<file path="config.mk">
export PLATFORM = sky130hd
export DESIGN_NAME = timer_register
export DESIGN_NICKNAME = d
export VERILOG_FILES = /design/src/rtl/timer_register.sv
export SDC_FILE = /design/constraint.sdc
export NUM_CORES = 1
export LEC_CHECK = 0
export ABC_AREA = 1
export CAP_MARGIN = 15
export CORE_UTILIZATION = 45
export CTS_BUF_LIST = sky130_fd_sc_hd__clkbuf_8
export DETAILED_ROUTE_END_ITERATION = 10
export PLACE_DENSITY = 0.83
export SETUP_SLACK_MARGIN = 0.3
export SLEW_MARGIN = 10
export SYNTH_ARGS = -nofsm -noshare
export SYNTH_HDL_FRONTEND = slang
export SYNTH_SLANG_ARGS = --single-unit
</file>
<file path="constraint.sdc">
create_clock -name sys_clk -period 4.8 [get_ports sys_clk]
set_clock_uncertainty 0.2 [all_clocks]
set_input_delay 0.96 -clock sys_clk [delete_from_list [all_inputs] [get_ports sys_clk]]
set_output_delay 0.96 -clock sys_clk [all_outputs]
set_load 0.005 [all_outputs]
</file>
<file path="src/rtl/timer_register.sv">
// -----------------------------------------------------------------------------
// timer_register
//   Register file of the 64-bit timer. It decodes single-cycle wr_en/rd_en
//   accesses, holds the control (TCR), compare (TCMP0/1), interrupt-enable
//   (TIER) and halt-request (THCSR) registers, and returns registered read
//   data. It also issues one-cycle commands to the counter and interrupt
//   logic: counter clear, counter word write and interrupt clear.
//
//   Build option: define REG_ERROR_CHECK_EN to enable illegal TCR-write
//   detection (reg_error_flag) and blocking of the offending write.
//   Without it reg_error_flag is tied low and TCR writes always land.
//
//   Address map (byte addresses, 12 bits):
//     000 TCR   : [0] timer_en, [1] div_en, [11:8] div_val
//     004 TDR0  : counter[31:0]  (write goes to the counter)
//     008 TDR1  : counter[63:32] (write goes to the counter)
//     00C TCMP0 : compare[31:0]
//     010 TCMP1 : compare[63:32]
//     014 TIER  : [0] interrupt_en
//     018 TISR  : [0] interrupt_status (RO, W1C)
//     01C THCSR : [0] halt_req (RW), [1] halt_ack (RO)
// -----------------------------------------------------------------------------
module timer_register (
  input  logic        sys_clk,
  input  logic        sys_rst_n,
  input  logic        wr_en,
  input  logic        rd_en,
  input  logic [11:0] tim_paddr,
  input  logic [31:0] tim_pwdata,
  input  logic [3:0]  tim_pstrb,
  output logic [31:0] tim_prdata,
  input  logic [63:0] cnt_val,
  input  logic        halt_ack_status,
  input  logic        interrupt_status,
  output logic        timer_en,
  output logic        div_en,
  output logic [3:0]  div_val,
  output logic        halt_req,
  output logic [63:0] compare_val,
  output logic        interrupt_en,
  output logic        counter_clear,
  output logic [1:0]  counter_write_sel,
  output logic [31:0] counter_write_data,
  output logic        interrupt_clear,
  output logic        reg_error_flag
);

  localparam logic [11:0] ADDR_TCR   = 12'h000;
  localparam logic [11:0] ADDR_TDR0  = 12'h004;
  localparam logic [11:0] ADDR_TDR1  = 12'h008;
  localparam logic [11:0] ADDR_TCMP0 = 12'h00C;
  localparam logic [11:0] ADDR_TCMP1 = 12'h010;
  localparam logic [11:0] ADDR_TIER  = 12'h014;
  localparam logic [11:0] ADDR_TISR  = 12'h018;
  localparam logic [11:0] ADDR_THCSR = 12'h01C;

  localparam logic [3:0]  DIV_VAL_RST = 4'd1;
  localparam logic [3:0]  DIV_VAL_MAX = 4'd8;

  localparam logic [1:0]  CNT_WR_IDLE = 2'b00;
  localparam logic [1:0]  CNT_WR_LO   = 2'b01;
  localparam logic [1:0]  CNT_WR_HI   = 2'b10;

  // Replace the bytes of old_word selected by strb with those of new_word.
  function automatic logic [31:0] byte_merge(input logic [31:0] old_word,
                                             input logic [31:0] new_word,
                                             input logic [3:0]  strb);
    logic [31:0] mask;
    mask = {{8{strb[3]}}, {8{strb[2]}}, {8{strb[1]}}, {8{strb[0]}}};
    return (old_word & ~mask) | (new_word & mask);
  endfunction

  // ---------------------------------------------------------------------------
  // Access decode
  // ---------------------------------------------------------------------------
  logic wr_tcr, wr_tdr0, wr_tdr1, wr_tcmp0, wr_tcmp1, wr_tier, wr_thcsr;

  assign wr_tcr   = wr_en && (tim_paddr == ADDR_TCR);
  assign wr_tdr0  = wr_en && (tim_paddr == ADDR_TDR0);
  assign wr_tdr1  = wr_en && (tim_paddr == ADDR_TDR1);
  assign wr_tcmp0 = wr_en && (tim_paddr == ADDR_TCMP0);
  assign wr_tcmp1 = wr_en && (tim_paddr == ADDR_TCMP1);
  assign wr_tier  = wr_en && (tim_paddr == ADDR_TIER);
  assign wr_thcsr = wr_en && (tim_paddr == ADDR_THCSR);

  // ---------------------------------------------------------------------------
  // TCR write candidate: written bytes replace fields, unwritten ones keep
  // their current value. Only the implemented fields are materialised.
  // ---------------------------------------------------------------------------
  logic       new_timer_en;
  logic       new_div_en;
  logic [3:0] new_div_val;
  logic       tcr_err;
  logic       tcr_ok;

  assign new_timer_en = tim_pstrb[0] ? tim_pwdata[0]    : timer_en;
  assign new_div_en   = tim_pstrb[0] ? tim_pwdata[1]    : div_en;
  assign new_div_val  = tim_pstrb[1] ? tim_pwdata[11:8] : div_val;

`ifdef REG_ERROR_CHECK_EN
  // Divider settings are frozen while the timer runs, and div_val is capped.
  assign tcr_err = wr_tcr &&
                   ((timer_en && ((new_div_en != div_en) || (new_div_val != div_val))) ||
                    (new_div_val > DIV_VAL_MAX));
`else
  // Without error checking every TCR write is accepted as-is.
  assign tcr_err = 1'b0;
`endif

  assign tcr_ok         = wr_tcr && !tcr_err;
  assign reg_error_flag = tcr_err;

  // ---------------------------------------------------------------------------
  // One-cycle commands, valid during the write cycle
  // ---------------------------------------------------------------------------
  assign counter_clear   = tcr_ok && timer_en && !new_timer_en;
  assign interrupt_clear = wr_en && (tim_paddr == ADDR_TISR) && tim_pstrb[0] && tim_pwdata[0];

  // Counter word write: unstrobed bytes are refilled from the live count.
  always_comb begin
    // NOTE: every output of a combinational block gets a default first so no
    // path leaves it unassigned, which would otherwise infer a latch.
    counter_write_sel  = CNT_WR_IDLE;
    counter_write_data = '0;
    if (wr_tdr0) begin
      counter_write_sel  = CNT_WR_LO;
      counter_write_data = byte_merge(cnt_val[31:0], tim_pwdata, tim_pstrb);
    end else if (wr_tdr1) begin
      counter_write_sel  = CNT_WR_HI;
      counter_write_data = byte_merge(cnt_val[63:32], tim_pwdata, tim_pstrb);
    end
  end

  // ---------------------------------------------------------------------------
  // Registers
  // ---------------------------------------------------------------------------

  // TCR: enables and divider, updated only by an accepted write.
  always_ff @(posedge sys_clk or negedge sys_rst_n) begin
    // NOTE: control registers reset asynchronously so the timer is quiescent
    // the moment reset asserts, even in the middle of an access.
    if (!sys_rst_n) begin
      timer_en <= 1'b0;
      div_en   <= 1'b0;
      div_val  <= DIV_VAL_RST;
    end else if (tcr_ok) begin
      // NOTE: sequential state uses non-blocking assignment so every register
      // samples pre-edge values regardless of statement order.
      timer_en <= new_timer_en;
      div_en   <= new_div_en;
      div_val  <= new_div_val;
    end
  end

  // TCMP0/TCMP1: 64-bit compare value, byte-writable.
  always_ff @(posedge sys_clk or negedge sys_rst_n) begin
    if (!sys_rst_n) begin
      compare_val <= '1;
    end else begin
      if (wr_tcmp0) compare_val[31:0]  <= byte_merge(compare_val[31:0],  tim_pwdata, tim_pstrb);
      if (wr_tcmp1) compare_val[63:32] <= byte_merge(compare_val[63:32], tim_pwdata, tim_pstrb);
    end
  end

  // TIER and THCSR single-bit controls, both in byte 0.
  always_ff @(posedge sys_clk or negedge sys_rst_n) begin
    if (!sys_rst_n) begin
      interrupt_en <= 1'b0;
      halt_req     <= 1'b0;
    end else begin
      if (wr_tier  && tim_pstrb[0]) interrupt_en <= tim_pwdata[0];
      if (wr_thcsr && tim_pstrb[0]) halt_req     <= tim_pwdata[0];
    end
  end

  // ---------------------------------------------------------------------------
  // Read path
  // ---------------------------------------------------------------------------
  logic [31:0] rd_mux;

  // Read multiplexer; reserved bits and unmapped addresses return zero.
  always_comb begin
    rd_mux = '0;
    unique case (tim_paddr)
      ADDR_TCR:   rd_mux = {20'd0, div_val, 6'd0, div_en, timer_en};
      ADDR_TDR0:  rd_mux = cnt_val[31:0];
      ADDR_TDR1:  rd_mux = cnt_val[63:32];
      ADDR_TCMP0: rd_mux = compare_val[31:0];
      ADDR_TCMP1: rd_mux = compare_val[63:32];
      ADDR_TIER:  rd_mux = {31'd0, interrupt_en};
      ADDR_TISR:  rd_mux = {31'd0, interrupt_status};
      ADDR_THCSR: rd_mux = {30'd0, halt_ack_status, halt_req};
      default:    rd_mux = '0;
    endcase
  end

  // Read data register: captured on a read, held until the next read. A
  // simultaneous write lands on the same edge, so the read sees the old value.
  always_ff @(posedge sys_clk or negedge sys_rst_n) begin
    if (!sys_rst_n) begin
      tim_prdata <= '0;
    end else if (rd_en) begin
      tim_prdata <= rd_mux;
    end
  end

endmodule

</file>
# Word-level counts from Yosys, hierarchy flattened
# Cells that the tools add are included.
[classes]
eq_ne = 7
muxes = 6
bitwise = 10
reduce_logical = 18
[op_table]
columns = ["operator", "count"]
rows = [
  ["32-bit one-hot mux with 8 select lines", 1],
  ["32-bit bitwise AND", 5],
  ["32-bit OR", 4],
  ["32-bit two-way mux", 2],
  ["12-bit by 5-bit equality test with 1-bit output, second input constant", 4],
  ["32-bit NOT", 1],
  ["12-bit by 4-bit equality test with 1-bit output, second input constant", 2],
  ["1-bit logical AND", 14],
  ["12-bit by 3-bit equality test with 1-bit output, second input constant", 1],
  ["12-bit logical NOT", 1],
  ["2-bit two-way mux", 2],
  ["2-bit AND reduction", 2],
  ["1-bit logical NOT", 1],
  ["1-bit two-way mux", 1],
]
[totals]
ff_bits = 104
out_inout_bits = 141

# Depth between registers and ports, before layout
# Gate-level depths: netlist (run 1).
[depth]
word_depth = 5
depth_mapped = 11
mapped_depth_nobuf = 10

# Worst setup path before layout (run 1)
# OpenSTA, ideal clock, no wires.
[synth_path]
path_type = "input-to-output"
startpoint = "in tim_paddr[11]"
endpoint = "out counter_write_data[0]"
arrival_ns = 1.948
required_ns = 3.640
path_slack_ns = 1.692
path_stages = 6
path_buffers = 1
cell_sequence = "nor2_1 > nand2_2 > nor2_1 > nand3_1 > clkbuf_1 > o22ai_1"
[synth_between]
elab_chain_cells = 4
elab_cells_between_ends = 6
[synth_rtl]
columns = ["element", "line_no", "source"]
rows = [
  ["from (decl)", "28", "input logic [11:0] tim_paddr,"],
  ["12-bit by 4-bit equality test with 1-bit output", "80", "assign wr_tdr1 = wr_en && (tim_paddr == ADDR_TDR1);"],
  ["1-bit logical AND", "80", ""],
  ["32-bit two-way mux", "128", "end else if (wr_tdr1) begin"],
  ["32-bit two-way mux *", "125", "if (wr_tdr0) begin"],
  ["to (decl)", "43", "output logic [31:0] counter_write_data,"],
]
# Mark *: on every way between the ends. The rest lies on a longest branch, timed or not.

# Worst setup path in the final report (run 1)
[layout_path]
startpoint = "in tim_paddr[2]"
endpoint = "out counter_write_data[30]"
# The elaborated chain is that of the path after synthesis.

==> results of run 1 <==
[metal layers]
metal,part of all wire (%),routed length (um),track usage [%]
met1,41,9170,39.0
met2,48,10700,51.4
met3,8.6,1920,6.95
met4,2.1,477,10.6
met5,0,0,0
[report_power, final]
part | internal (mW) | switching [mW] | total, mW
clock | 0.247 | 0.323 | 0.569
sequential | 0.881 | 0.00137 | 0.883
combinational | 0.115 | 0.131 | 0.246
total | 1.24 | 0.455 | 1.70
[synthesized netlist by cell type]
library cell | number | area share (%)
nor2_1 | 24 | 1.4
nor2_4 | 2 | 0.35
o22ai_1 | 31 | 3.0
inv_2 | 1 | 0.058
buf_1 | 3 | 0.18
dfrtp_1 | 39 | 15
o21ai_0 | 21 | 1.6
nand3_1 | 112 | 8.7
a22o_1 | 7 | 0.96
nor4_1 | 1 | 0.098
o21ai_2 | 48 | 6.6
buf_6 | 6 | 1.1
nand2_2 | 8 | 0.78
dfstp_2 | 65 | 27
nand2_1 | 257 | 15
clkbuf_1 | 14 | 0.82
buf_4 | 3 | 0.35
nor2_8 | 3 | 0.94
clkinv_1 | 1 | 0.058
nor3_2 | 1 | 0.16
a21oi_1 | 63 | 4.9
nand4_1 | 27 | 2.6
conb_1 | 1 | 0.058
nand2_4 | 9 | 1.6
nor2_2 | 2 | 0.20
buf_2 | 27 | 2.1
inv_1 | 71 | 4.2
nand3_2 | 1 | 0.16
nor3_1 | 2 | 0.16
[layout make-up]
cell class | count | area, sq um | share of cell area (%)
clock buffers | 9 | 124 | 1.33
clock inverters | 7 | 78.8 | 0.849
inverters | 73 | 274 | 2.95
multi-input cells | 620 | 3180 | 34.3
flip-flops and latches | 104 | 2680 | 28.9
well taps | 180 | 225 | 2.43
repair buffers | 275 | 2720 | 29.3
[worst register-to-register path, cell delays in order (launching register included)]
cell and delay, ps:
dfstp_2 560, nand3_1 70, nand2_1 100, nor2_1 40, nand2_1 50, nand2_1 90
nand2_1 90
[through the flow]
step / cells / utilization (%) / instance area, sq um
floorplan: 850 / - / 6410
global placement: 1252 / 65.4 / 9080
detailed placement: 1252 / 65.4 / 9080
CTS: 1268 / 66.9 / 9280
global route: 1268 / 66.9 / 9280
finish: 1268 / 66.9 / 9280
[path summary, 6_finish.rpt]
kind / from / end / slack, ps / cells past startpoint
worst max register to register: flip-flop / tim_prdata[11] / 3540 / 6
worst max-delay path: tim_paddr[2] / counter_write_data[30] / 570 / 13
worst min-delay path: tim_prdata[31] / tim_prdata[31] / 290 / 2
min in group asynchronous: sys_rst_n / halt_req / 540 / 1
max in group asynchronous: sys_rst_n / asynchronous set/reset pin / 2900 / 2
worst min register to register: tim_prdata[31] / tim_prdata[31] / 290 / 2
[cells by family after synthesis]
kind of cell / share of synthesized area [%]
AO/OA/AOI/OAI: 17.1
buffers and inverters: 8.78
flip-flops: 41.8
other: 0.0585
AND/OR/NAND/NOR: 32.2
==> run summary, run 1 <==
Dividing total power by cell area gives a power density of 183 nW/um^2. The count of unique library cells instantiated by Yosys was 29; the highest net fanout along the worst path was 17. The die covers 14700 sq um.

Setup repair after global routing left no endpoint under its margin. The initial core utilization was 46.2%. The total count of hold-check failures in the final report is 0, and the number of antenna violations at the first check in global routing is 0. On the critical path, the stage with the largest delay is an instance of clkdlybuf4s50_1. The fraction of layout cells with a size suffix above 1 came out at 16.5%.

The normalized max-slew margin came out at 34.2%. The mapped netlist covers 6410 sq um. The layout has 1194 filler cells. For the pin with the worst max-slew slack, the measured transition is 987 ps. For this run the aggregate overflow at the end of global routing stands at 0. The run gives 43 as the count of standard-cell rows.

From left edge to right edge, the die measures 121 um. Timing analysis after detailed placement gives a worst setup slack of 590 ps. On the final layout, the worst hold slack is 288 ps. The via count of the first global-routing pass is 6626, and the count of pins over their slew limit is 0. The core region is 13900 sq um. For this run, the detailed router's first-pass iteration total came to 6. For this run, the total global-route usage over all layers was measured as 30.8%. The detailed placement HPWL was 16200 um. The mean cell area of the mapped netlist is 7.55 sq um. After layout, the worst path uses 88.0% of the clock period. The tools report the number of routed nets with antenna violations as 0. The clock latency on the worst-skew pair was 380 ps; the hold buffer count at cts was 0. Entering global routing, the biggest net connects 80 pins. For this run, the slowest stage of the critical path takes 520 ps. The maximum root-to-sink buffer count came out at 2.

The worst setup path is captured at an output pin. The required time reported for the critical path endpoint was 3640 ps; the average routed wire per standard cell was 17.6 um. In the routed layout, each cell is associated on average with a via count of 5.54. The number of gates resized after cts is 0. The worst setup path is launched from an input port. After layout, the design draws a total of 1.70 mW. Across all layers, the routed design uses 7024 vias.

The critical path goes through clkdlybuf4s50_1, inv_1, nor2_1, nand2_1, nor2_1, nand3_1, buf_4, inv_1, nand2_1, nand2_1, nand2_1, nand2_1, clkdlybuf4s50_1. After detailed routing, the number of remaining DRC violations is 0. The die is 121 um tall. By startpoint and endpoint, the worst setup path is classified as in -> out. Setup violations remaining at the end of the flow were counted as 0. In the layout the commonest cells are nand2_1 (257), clkdlybuf4s50_1 (256), nand3_1 (112), inv_1 (70), dfstp_2 (65). Counting flops and latches in the post-synthesis netlist gives 104. Counting stages on the worst path, the most repeated cell is nand2_1.

CTS built an H-tree with a depth of 3. In the final design database the tool counted 1201 nets. The Yosys step of the flow raised 0 warnings. Leaving out fill and tap cells, the most frequent cell in the layout is nand2_1. Port buffering added 257 buffers. In this run the count of I/O pins placed on the die edge is 259. In this run the static leakage power is 4.20 nW. The sum of negative setup slack was 0 ps. TritonCTS built the clock tree. Buffers added to address setup during post-CTS repair amount to 0. The flow ran to the end, and the final reports show no timing, DRC or antenna violations.

For the maximum clock rate, the log shows 0.237 GHz. The tightest min-delay check is of the reg -> reg type. Max-cap violations in this run came to 0. The number of antenna diodes in the final layout is 0. Broken down by cell family, the worst path's largest delay share belongs to buffers and inverters. The first global-routing pass estimated 34800 um of wire.

Sequential elements use 41.8% of the synthesized area. In this run, CTS created clock tree buffers numbering 9. Together, buffers and inverters on the worst path number 5.

The DRC violation total after the first TritonRoute iteration is 567, and the total nets after synthesis is 968. Relative to the synthesized area, the layout overhead comes to 44.8%. In the post-route analysis, the smallest setup slack over all paths is 575 ps. CTS placed an instance of clkbuf_8 at the clock tree root.

After clock tree synthesis, the clock-pin slew on the worst setup and hold paths is 100 ps. The tools report the clock sink total as 104. For the finished layout, the period the worst path requires is 4230 ps.

Synthesis produced 850 cells. After detailed routing, the total wire length is 22300 um. The weighted congestion at the end of routability-driven global placement was 0.886; the data arrival time of the critical path was 3070 ps.

The worst-case IR drop observed on VDD is 0.130 mV.
Power figures use the tool's default switching activity.
==> run 2, diff against run 1 <==
==> constraint.sdc (replaced) <==
create_clock -name sys_clk -period 4.7 [get_ports sys_clk]
set_clock_uncertainty 0.2 [all_clocks]
set_input_delay 0.94 -clock sys_clk [delete_from_list [all_inputs] [get_ports sys_clk]]
set_output_delay 0.94 -clock sys_clk [all_outputs]
set_load 0.005 [all_outputs]
==> run 2 against run 1 <==
Compared with the run above: clock-buffer cell count rose by 1; largest cell class unchanged; global-route usage fell by 0.12 points; sequential share of layout area barely moved; critical path type unchanged; worst setup slack got worse by 82 ps; utilization barely moved; largest power group unchanged; power rose by 1.8%; sequential cell count did not move; register-to-register slack got worse by 80 ps; critical path depth did not move; worst hold slack got worse by 3.6 ps; design area barely moved.
==> run summary, run 2 (synthesis results as in run 1) <==
The flow ran to the end, and the final reports show no timing, DRC or antenna violations. Setup repair after global routing left no endpoint under its margin. Total global-route track usage: 30.7% (-0.12 points).

The power per standard cell area came out at 186 nW/um^2 (+1.8%). The setup slack of the worst register-to-register path is 3460 ps (-80 ps), and the detailed placement HPWL is 16200 um (-0.46%). The clock sink total is 104 (unchanged), and the post-route clock period utilization is 89.5%. The multi-input logic area is 3180 sq um (unchanged), and the maximum level of the CTS H-tree is 3 (unchanged). The logs give 1202 (+0.67%) for the filler cell count in the final layout and 380 ps (about the same) for the clock latency on the worst-skew pair. The number of remaining DRC errors is 0 (unchanged), and the overall power is 1.73 mW (+1.8%). The run gives 14700 sq um (unchanged) as the area of the die. The first-pass GRT wire length came out at 34800 um (about the same).

The tools report the design area as 9280 sq um (about the same). The required time reported for the critical path endpoint was 3560 ps (-80 ps); the DRC violation total after the first TritonRoute iteration was 517 (-8.8%). The run gives 0 (unchanged) as the number of maximum-capacitance violations. The post-detailed-placement cell area is 9080 sq um (unchanged).

The run gives 0.452 mW (-0.62%) as the net switching power figure. Count of pins over their slew limit: 0 (unchanged). The clock period could shrink to 4210 ps. The switching power as a share of total power works out to 26.2% (-0.63 points). The end of the worst register-to-register path was tim_prdata[11]. TritonCTS built the clock tree. Type of the most critical hold path: reg -> reg. The tools report the weighted congestion at the end of routability-driven global placement as 0.882 (-0.42%). The average routed wire per standard cell works out to 17.4 um (-0.78%). The tools report the via count of the first global-routing pass as 6772 (+2.2%). For the normalized max-slew margin, the log shows 29.7% (-4.5 points). Worst-case reg-to-reg path depth: 6 (unchanged). The final-stage net count came out at 1201 (unchanged).

The tools report the maximum root-to-sink buffer count as 2 (unchanged). The width of the die works out to 121 um (unchanged). Leaving out fill and tap cells, the most frequent cell in the layout is nand2_1. The part of the power in combinational logic came out at 14.5% (about the same). The final antenna diode count was 0 (unchanged). The tools report the total internal power as 1.28 mW (+2.7%). Ratio of routed vias to standard cells: 5.49 (-0.83%). The worst hold path begins at tim_prdata[11]. The setup-violating endpoint count in the final report came out at 0 (unchanged).

The number of gates resized after cts was 0 (unchanged). The tools report the worst supply voltage drop on vdd as 0.113 mV (-13%). For the total area of sequential cells, the log shows 2680 sq um (unchanged). Derived from the worst setup path, the maximum achievable clock frequency is 0.238 GHz.

The tools report the I/O pin count as 259 (unchanged). The hold buffer count at cts came out at 0 (unchanged). The total grt overflow is 0 (unchanged), and the total CTS buffers is 9 (unchanged). Number of antenna violations at the first check in global routing: 0 (unchanged). The total count of hold-check failures in the final report came out at 0 (unchanged). The worst hold path terminates at tim_prdata[11]. The number of vias in the routed layout came out at 6966 (-0.83%). The tools report the data arrival time of the critical path as 3070 ps (about the same). The clock edge transition at the registers on the reported setup and hold paths was 90 ps (about the same).

The wire length after detailed routing came out at 22100 um (-0.78%). The tools report the clock network fraction of design power as 33.4% (about the same). The area added between synthesis and finish came out at 44.7% (about the same). The final core area utilization is 66.8% (about the same). STA classifies the critical path endpoint as an output pin.

The worst-margin pin slew works out to 1050 ps (+66.0 ps). The floorplan core area was 13900 sq um (unchanged); the pin count of the biggest net entering global routing was 77 (-3.8%). The logs give 4.20 nW (+0.13%) for the reported leakage power and 0 ps (unchanged) for the sum of negative setup slack.

The highest net fanout along the worst path works out to 18 (+1). The count of buffers from port buffering came out at 257 (unchanged). Kind of start point of the critical path: an input port.

CTS placed an instance of clkbuf_8 at the clock tree root. In the layout the commonest cells are nand2_1 (257), clkdlybuf4s50_1 (256), nand3_1 (112), inv_1 (71), dfstp_2 (65). The vertical extent of the die is 121 um (unchanged), and the length of the first detailed-routing pass in iterations is 7 (+1). The power share of the sequential group was 52.1% (about the same). The buffer count from post-CTS setup fixing is 0 (unchanged), and the fraction of layout cells with a size suffix above 1 is 16.4% (-0.092 points). The hold-critical path depth was 2 (unchanged); the initial core utilization was 46.2% (unchanged). The count of standard-cell rows was 43 (unchanged).

The number of routed nets with antenna violations came out at 0 (unchanged). Path type of the worst setup path: in -> out.
run 2: changes by cell type in the layout (fill, tap and decap cells not counted), sizes merged:
cell      delta
inv          -1
clkinvlp     -1
clkbuf       +1
clkinv       +1
run 2: per-stage QoR:
stage          hold WS, ps  worst slack [ps]  std cells
2_1_floorplan          269              1630        850
6_report               284               493       1268
5_1_grt                300               313       1268
4_1_cts                290               494       1268
3_3_place_gp           262               562       1252
3_5_place_dp           267               505       1252
run 2: worst max-delay path by stage:
stage / startpoint / to / slack, ps
6_report: tim_paddr[2] / counter_write_data[30] / 490
5_1_grt: tim_paddr[2] / counter_write_data[30] / 310
4_1_cts: tim_paddr[9] / counter_write_data[30] / 490
3_5_place_dp: tim_paddr[9] / counter_write_data[30] / 500
3_3_place_gp: tim_paddr[2] / counter_write_data[30] / 560
2_1_floorplan: tim_paddr[11] / counter_write_data[0] / 1630
run 2: metal layers:
layer	part of all wire (%)	vias to the layer above	global-route usage [%]
met5	0	-	0
li1	-	3301	-
met2	48	320	51.1
met3	8.1	47	6.58
met1	41	3298	38.3
met4	2.8	0	12.8
run 2: layout make-up:
| type | instances | share of cell area [%] |
|---|---|---|
| clock buffers | 10 | 1.48 |
| clock inverters | 6 | 0.647 |
| inverters | 73 | 2.95 |
| multi-input cells | 620 | 34.3 |
| flip-flops and latches | 104 | 28.9 |
| well taps | 180 | 2.43 |
| repair buffers | 275 | 29.3 |
run 2: critical path, cell delays in order:
cell and delay, ps:
clkdlybuf4s50_1 520, inv_1 50, nor2_1 120, nand2_1 110
nor2_1 130, nand3_1 110, buf_4 240, inv_1 110
nand2_1 50, nand2_1 50, nand2_1 50, nand2_1 70
clkdlybuf4s50_1 490
run 2: power by group through the flow:
stage / Sequential, mW / Combinational, mW / Clock [mW]
final: 0.901 / 0.250 / 0.577
after global routing: 0.902 / 0.273 / 0.612
after CTS: 0.901 / 0.249 / 0.588
after detailed placement: 0.916 / 0.248 / 0
after global placement: 0.916 / 0.246 / 0
after floorplan: 0.916 / 0.0872 / 0
